**src/rtl/flash_word_fetcher.sv**
```systemverilog
// flash_word_fetcher: fetches 32-bit words one byte at a time from spi_wrapper, little-endian by default.
// Define FETCH_BSWAP_EN to pack big-endian instead.
module flash_word_fetcher #(
  parameter int LEN_W = 16
) (
  input  logic             clk_i,
  input  logic             rst_i,
  input  logic             start_i,
  input  logic [23:0]      start_addr_i,
  input  logic [LEN_W-1:0] word_cnt_i,
  input  logic             abort_i,
  output logic             busy_o,
  output logic             done_o,
  output logic             flash_valid_o,
  input  logic             flash_ready_i,
  output logic [23:0]      flash_addr_o,
  input  logic [7:0]       flash_rdata_i,
  output logic             word_valid_o,
  input  logic             word_ready_i,
  output logic [31:0]      word_data_o,
  output logic             word_last_o
);
  typedef enum logic [2:0] {IDLE, REQ, GAP, OUT, DONE} state_t;
  state_t state, state_nxt;
  logic [LEN_W-1:0] cnt;
  logic [1:0] idx, lane;
  logic abort_pend, byte_hs, word_hs, last_word, abort_req;
`ifdef FETCH_BSWAP_EN
  assign lane = ~idx;
`else
  assign lane = idx;
`endif
  assign busy_o = state != IDLE;
  assign done_o = state == DONE;
  assign flash_valid_o = state == REQ;
  assign word_valid_o = state == OUT;
  assign last_word = cnt == LEN_W'(1);
  assign word_last_o = word_valid_o & last_word;
  assign byte_hs = flash_valid_o & flash_ready_i;
  assign word_hs = word_valid_o & word_ready_i;
  // an abort seen in REQ waits for the byte in flight so the SPI transfer is never cut short
  assign abort_req = abort_i | abort_pend;
  always_comb begin
    state_nxt = state;
    case (state)
      IDLE: if (start_i) state_nxt = word_cnt_i == '0 ? DONE : REQ;
      REQ: if (flash_ready_i) state_nxt = abort_req ? IDLE : idx == 2'd3 ? OUT : GAP;
      GAP: state_nxt = abort_i ? IDLE : REQ;
      OUT: state_nxt = abort_i ? IDLE : !word_ready_i ? OUT : last_word ? DONE : REQ;
      DONE: state_nxt = IDLE;
      default: state_nxt = IDLE;
    endcase
  end
  always_ff @(posedge clk_i or posedge rst_i)
    if (rst_i) state <= IDLE;
    else state <= state_nxt;
  always_ff @(posedge clk_i or posedge rst_i)
    if (rst_i) begin
      flash_addr_o <= '0;
      cnt <= '0;
      idx <= '0;
      word_data_o <= '0;
      abort_pend <= 1'b0;
    end else begin
      abort_pend <= state == REQ && !flash_ready_i && abort_req;
      if (state == IDLE && start_i) begin
        flash_addr_o <= start_addr_i;
        cnt <= word_cnt_i;
        idx <= '0;
        word_data_o <= '0;
      end
      if (byte_hs) begin
        word_data_o[{lane, 3'b000} +: 8] <= flash_rdata_i;
        flash_addr_o <= flash_addr_o + 24'd1;
        idx <= idx + 2'd1;
      end
      if (word_hs && !last_word) cnt <= cnt - LEN_W'(1);
    end
endmodule

```
**config.mk**
```make
export PLATFORM = sky130hd
export DESIGN_NAME = flash_word_fetcher
export DESIGN_NICKNAME = d
export VERILOG_FILES = /design/src/rtl/flash_word_fetcher.sv
export SDC_FILE = /design/constraint.sdc
export NUM_CORES = 1
export LEC_CHECK = 0
export CAP_MARGIN = 20
export CORE_AREA = 4 4 97 99
export CTS_CLUSTER_SIZE = 25
export DETAILED_ROUTE_END_ITERATION = 8
export DIE_AREA = 0 0 101 103
export GPL_ROUTABILITY_DRIVEN = 0
export GPL_TIMING_DRIVEN = 0
export PLACE_DENSITY = 0.9
export SLEW_MARGIN = 10
export SYNTH_ARGS = -nofsm -noshare
export SYNTH_HDL_FRONTEND = slang
export SYNTH_SLANG_ARGS = --single-unit
```
**constraint.sdc**
```tcl
create_clock -name clk_i -period 2.8 [get_ports clk_i]
set_input_delay 0.56 -clock clk_i [delete_from_list [all_inputs] [get_ports clk_i]]
set_output_delay 0.56 -clock clk_i [all_outputs]
set_load 0.02 [all_outputs]
```
# Yosys cells after proc, flatten, opt, wreduce, memory -nomap -nowiden
# Index checks and enable logic that the tools add are counted.
# classes
bitwise,4
shift,2
add_sub_neg,4
n_reduce_logical,12
mux,19
eq_ne,8
# op_table
cell,n
$mux 32,2
$mux 24,2
$bwmux 32,1
$mux 16,2
$shift 8x7->32 const A,1
$shiftx 8x7->32,1
$add 24x1->24 const B,1
$mux 3,6
$eq 16x1->1 const B,1
$logic_not 16->1,1
$sub 16x1->16 const B,1
$pmux 3 s4,1
$neg 5->7,1
$eq 3x2->1 const B,2
$mux 2,3
$logic_and 1x1->1,4
$reduce_bool 2->1,2
$and 1x1->1,3
$eq 3x1->1 const B,1
$eq 3x3->1 const B,1
$logic_not 3->1,1
$reduce_bool 3->1,1
$add 2x1->2 const B,1
$eq 2x2->1 const B,1
6 further kinds,8
# totals
register_bits,78
inputBits,54
out_inout_bits,61
word_cells,55

# Logic depth before layout (Yosys ltp)
# depth
depth_word,5
ltp_mapped,8
mapped_depth_nobuf,7

# Worst setup path before layout
# No wires, ideal clock.
# synth_path
kind,register -> output
start,register cnt[1]
end,output word_last_o
setup_slack_ns,0.783
path_stages_with_launch,6
t_arrival_ns,1.457
path_buffers,0
t_required_ns,2.240
path_cell_list,dfrtp_1 > inv_1 > ha_1 > nor4b_2 > nand4_2 > nor2_1
# synth_via
elab_chain_len,2
# synth_lines
item,line,rtl
"start, declared",25,logic [LEN_W-1:0] cnt;
"start signal, assigned",68,cnt <= word_cnt_i;
"start signal, assigned",77,if (word_hs && !last_word) cnt <= cnt - LEN_W'(1);
$eq 16x1->1,37,assign last_word = cnt == LEN_W'(1);
$and 1x1->1,38,assign word_last_o = word_valid_o & last_word;
"end, declared",21,output logic word_last_o
# Every way passes these cells.

# Worst setup path after layout
# Ends and elaborated chain as after synthesis.

==> impl_metrics.py <==
metrics = {
    "status": {
        "status": "complete, no violations",
    },
    "drt": {
        "routed_wl_um": 12300,
        "wire_per_inst_um": 19.2,
        "drt_iter0_drc": 222,
        "drtAntennaViolNets": 0,
        "route.detailed.drc": 0,
        "vias": 3991,
        "dr.pass1.iters": 5,
        "viasPerCell": 6.25,
    },
    "yosys": {
        "synth.distinct_cells": 63,
        "synth_top_area_cell": "dfrtp_1",
        "synthFlopType": "dfrtp_1",
        "yosys-top-cells-area": "dfrtp_1 (49%), a22o_1 (7.0%), nand2_1 (5.0%), o211ai_1 (3.6%), nor2_1 (2.6%)",
        "syn_area_um2": 4010,
        "syn_inst": 398,
        "yosysSeqAreaShare_pct": 48.6,
        "async_reset_ff_share_pct": 100,
        "synth_seq_cells": 78,
        "synth-edff-count": 0,
        "yosys.area.top_type_share_pct": 48.6,
        "syn_avg_cell_area_um2": 10.1,
        "yosys_warnings": 0,
        "synthesis.nets": 460,
    },
    "sta": {
        "fin_crit_sh_pct": 92.1,
        "final_hold_viol_count": 0,
        "slew_violations": 0,
        "setup_violations": 0,
        "rsz0062_at_grt": "no",
        "min_period_ns": 2.58,
        "fin_skew_ns": 0.0117,
        "fmax_ghz": 0.388,
        "maxSlewHeadroom_pct": 52.1,
        "worst_slew_pin_slew_ns": 0.712,
    },
    "setup_path": {
        "cp_slowest_stage_delay_ns": 0.40,
        "timing.rr.start": "state[0]",
        "rrSetupSlack_ns": 0.62,
        "path_class": "reg -> out",
        "critPathLaunchType": "register",
        "critPathLaunch": "cnt[1]",
        "cp_slowest_cell": "dfrtp_1",
        "cp.required_ns": 2.24,
        "critPathMaxFanout": 9,
        "path_cells": "inv_1 -> ha_1 -> nor4b_4 -> nand4_4 -> nor2_1 -> dlygate4sd2_1",
        "cp_data_arrival_time_ns": 2.02,
        "end_kind": "primary output",
    },
    "global_routing": {
        "grt_pass1_wl_um": 19800,
        "grt_start_max_net_pins": 41,
        "grt.overflow.total": 0,
        "grt_usage_pct": 24.0,
        "antenna_found_initial": 0,
        "grt_pass1_vias": 4046,
    },
    "placed_design": {
        "placed_area_um2": 5310,
        "dp.cells": 621,
        "port_buffers": 114,
        "dp_hpwl_um": 8920,
    },
    "floorplanning": {
        "rows": 34,
        "dieArea_um2": 10400,
        "start_util_pct": 46.9,
        "ios": 115,
        "core_um2": 8550,
        "die_w_um": 101,
        "fp.dieH_um": 103,
    },
    "clock_tree": {
        "cts.sinks": 78,
        "cts_made_buffers": 9,
        "clkTransAtPathRegs_ns": 0.08,
        "cts_hold_buf": 0,
        "clk-insertion-delay-late_ns": 0.35,
        "htreeDepth": 3,
        "cts_tree": "done",
        "clk_root_buffer_cell": "clkbuf_8",
        "cts_buffer_depth": 2,
    },
    "power": {
        "power.density_nw_per_um2": 917,
        "leakage_uw": 0.00226,
        "vdd_drop_max_mv": 0.599,
    },
    "flow_run": {
        "maxCapViolCount": 0,
    },
    "layout": {
        "area_growth_pct": 38.1,
        "instances_no_fill": 639,
        "nets": 588,
        "fin_area_um2": 5540,
        "final_cell_mix": "clkdlybuf4s50_1 (113), dfrtp_1 (78), nand2_1 (53), a22o_1 (32), nor2_1 (28)",
        "insertedDiodeCount": 0,
        "drive_above_1_share_pct": 8.66,
        "fin_util_pct": 64.8,
        "layout_commonest_cell": "clkdlybuf4s50_1",
    },
    "worst_hold_path": {
        "hold_path_class": "reg -> reg",
        "holdCritStartpoint": "word_data_o[6]",
    },
}
==> kinds of logic after synthesis <==
logic type | synth area share, %
buffers and inverters | 3.24
multiplexers | 0.810
AND/OR/NAND/NOR | 22.1
flip-flops | 48.6
AO/OA/AOI/OAI | 22.7
adder cells (fa/ha/maj) | 2.49
==> routing by layer <==
layer	up-vias	share of wire, %	GRT usage, %
met3	24	9.8	3.92
met1	1939	39	30.4
met2	237	50	42.0
li1	1791	-	-
met4	0	1.7	7.67
met5	-	0	0
==> registers in the layout, summed over array words and instances, names as in the netlist <==
name,flops
word_data_o,32
state,3
idx,2
abort_pend,1
cnt,16
flash_addr_o,24
==> report_power, final <==
part           switching [uW]  internal (uW)  total [uW]
combinational            1320           1020        2340
sequential                457           1480        1940
clock                     449            351         799
==> through the flow <==
step                setup TNS [ns]  setup slack (ns)  total power (uW)  hold slack [ns]
floorplan                        0             0.245              3220            0.519
global placement            -74.35            -0.957              4090            0.487
detailed placement               0            0.0612              4210            0.494
CTS                              0             0.249              5060            0.515
global route                     0            0.0595              5390            0.527
finish                           0             0.221              5080            0.508
==> worst max-delay path: cells and delay by family (launching register included) <==
kind | cells | cell delay, ns
flops | 1 | 0.40
buf+inv | 2 | 0.45
simple gates | 3 | 0.65
fa+ha+maj | 1 | 0.16
==> layout make-up <==
cell class,instances,area (um^2)
sequential,78,1950
tap,108,135
fill,660,3010
timing repair buffer,117,1170
inverter,12,47.5
multi-input combinational,291,1960
clock inverter,6,46.3
clock buffer,10,138
buffer,17,85.1
==> Yosys cell counts (3+ instances only) <==
| library cell | n |
|---|---|
| buf_1 | 3 |
| dfrtp_1 | 78 |
| ha_1 | 8 |
| o311ai_0 | 5 |
| nor4_1 | 7 |
| nand4_1 | 4 |
| buf_2 | 8 |
| nor2_1 | 28 |
| clkbuf_1 | 4 |
| nor4_2 | 4 |
| and3_1 | 4 |
| o21ai_1 | 3 |
| and2_1 | 7 |
| o211ai_1 | 19 |
| a22o_1 | 32 |
| o21ai_0 | 8 |
| nor3_1 | 8 |
| or4_1 | 4 |
| a21oi_1 | 9 |
| nand2_1 | 53 |
| or3_1 | 3 |
| and4_1 | 7 |
| a311oi_1 | 8 |
| a211oi_1 | 3 |
| o22ai_1 | 5 |
| a21oi_2 | 3 |
| nand3_1 | 18 |
| inv_1 | 12 |
| nand2b_1 | 3 |
==> path summary, 6_finish.rpt <==
| kind | endpoint | depth (start not counted) |
|---|---|---|
| setup reg to reg | flash_addr_o[11] | 7 |
| max in group asynchronous | flash_addr_o[3] | 3 |
| hold reg to reg | word_data_o[6] | 1 |
| setup / recovery | word_last_o | 6 |
| hold / removal | word_data_o[6] | 1 |
| min in group asynchronous | word_data_o[5] | 2 |
==> repair_timing <==
| item | in CTS | in global routing |
|---|---|---|
| setup endpoints to repair | 1 | 0 |
| resized for setup | 5 | 0 |
| setup buffers | 2 | 0 |
(Power assumes the default switching activity.)
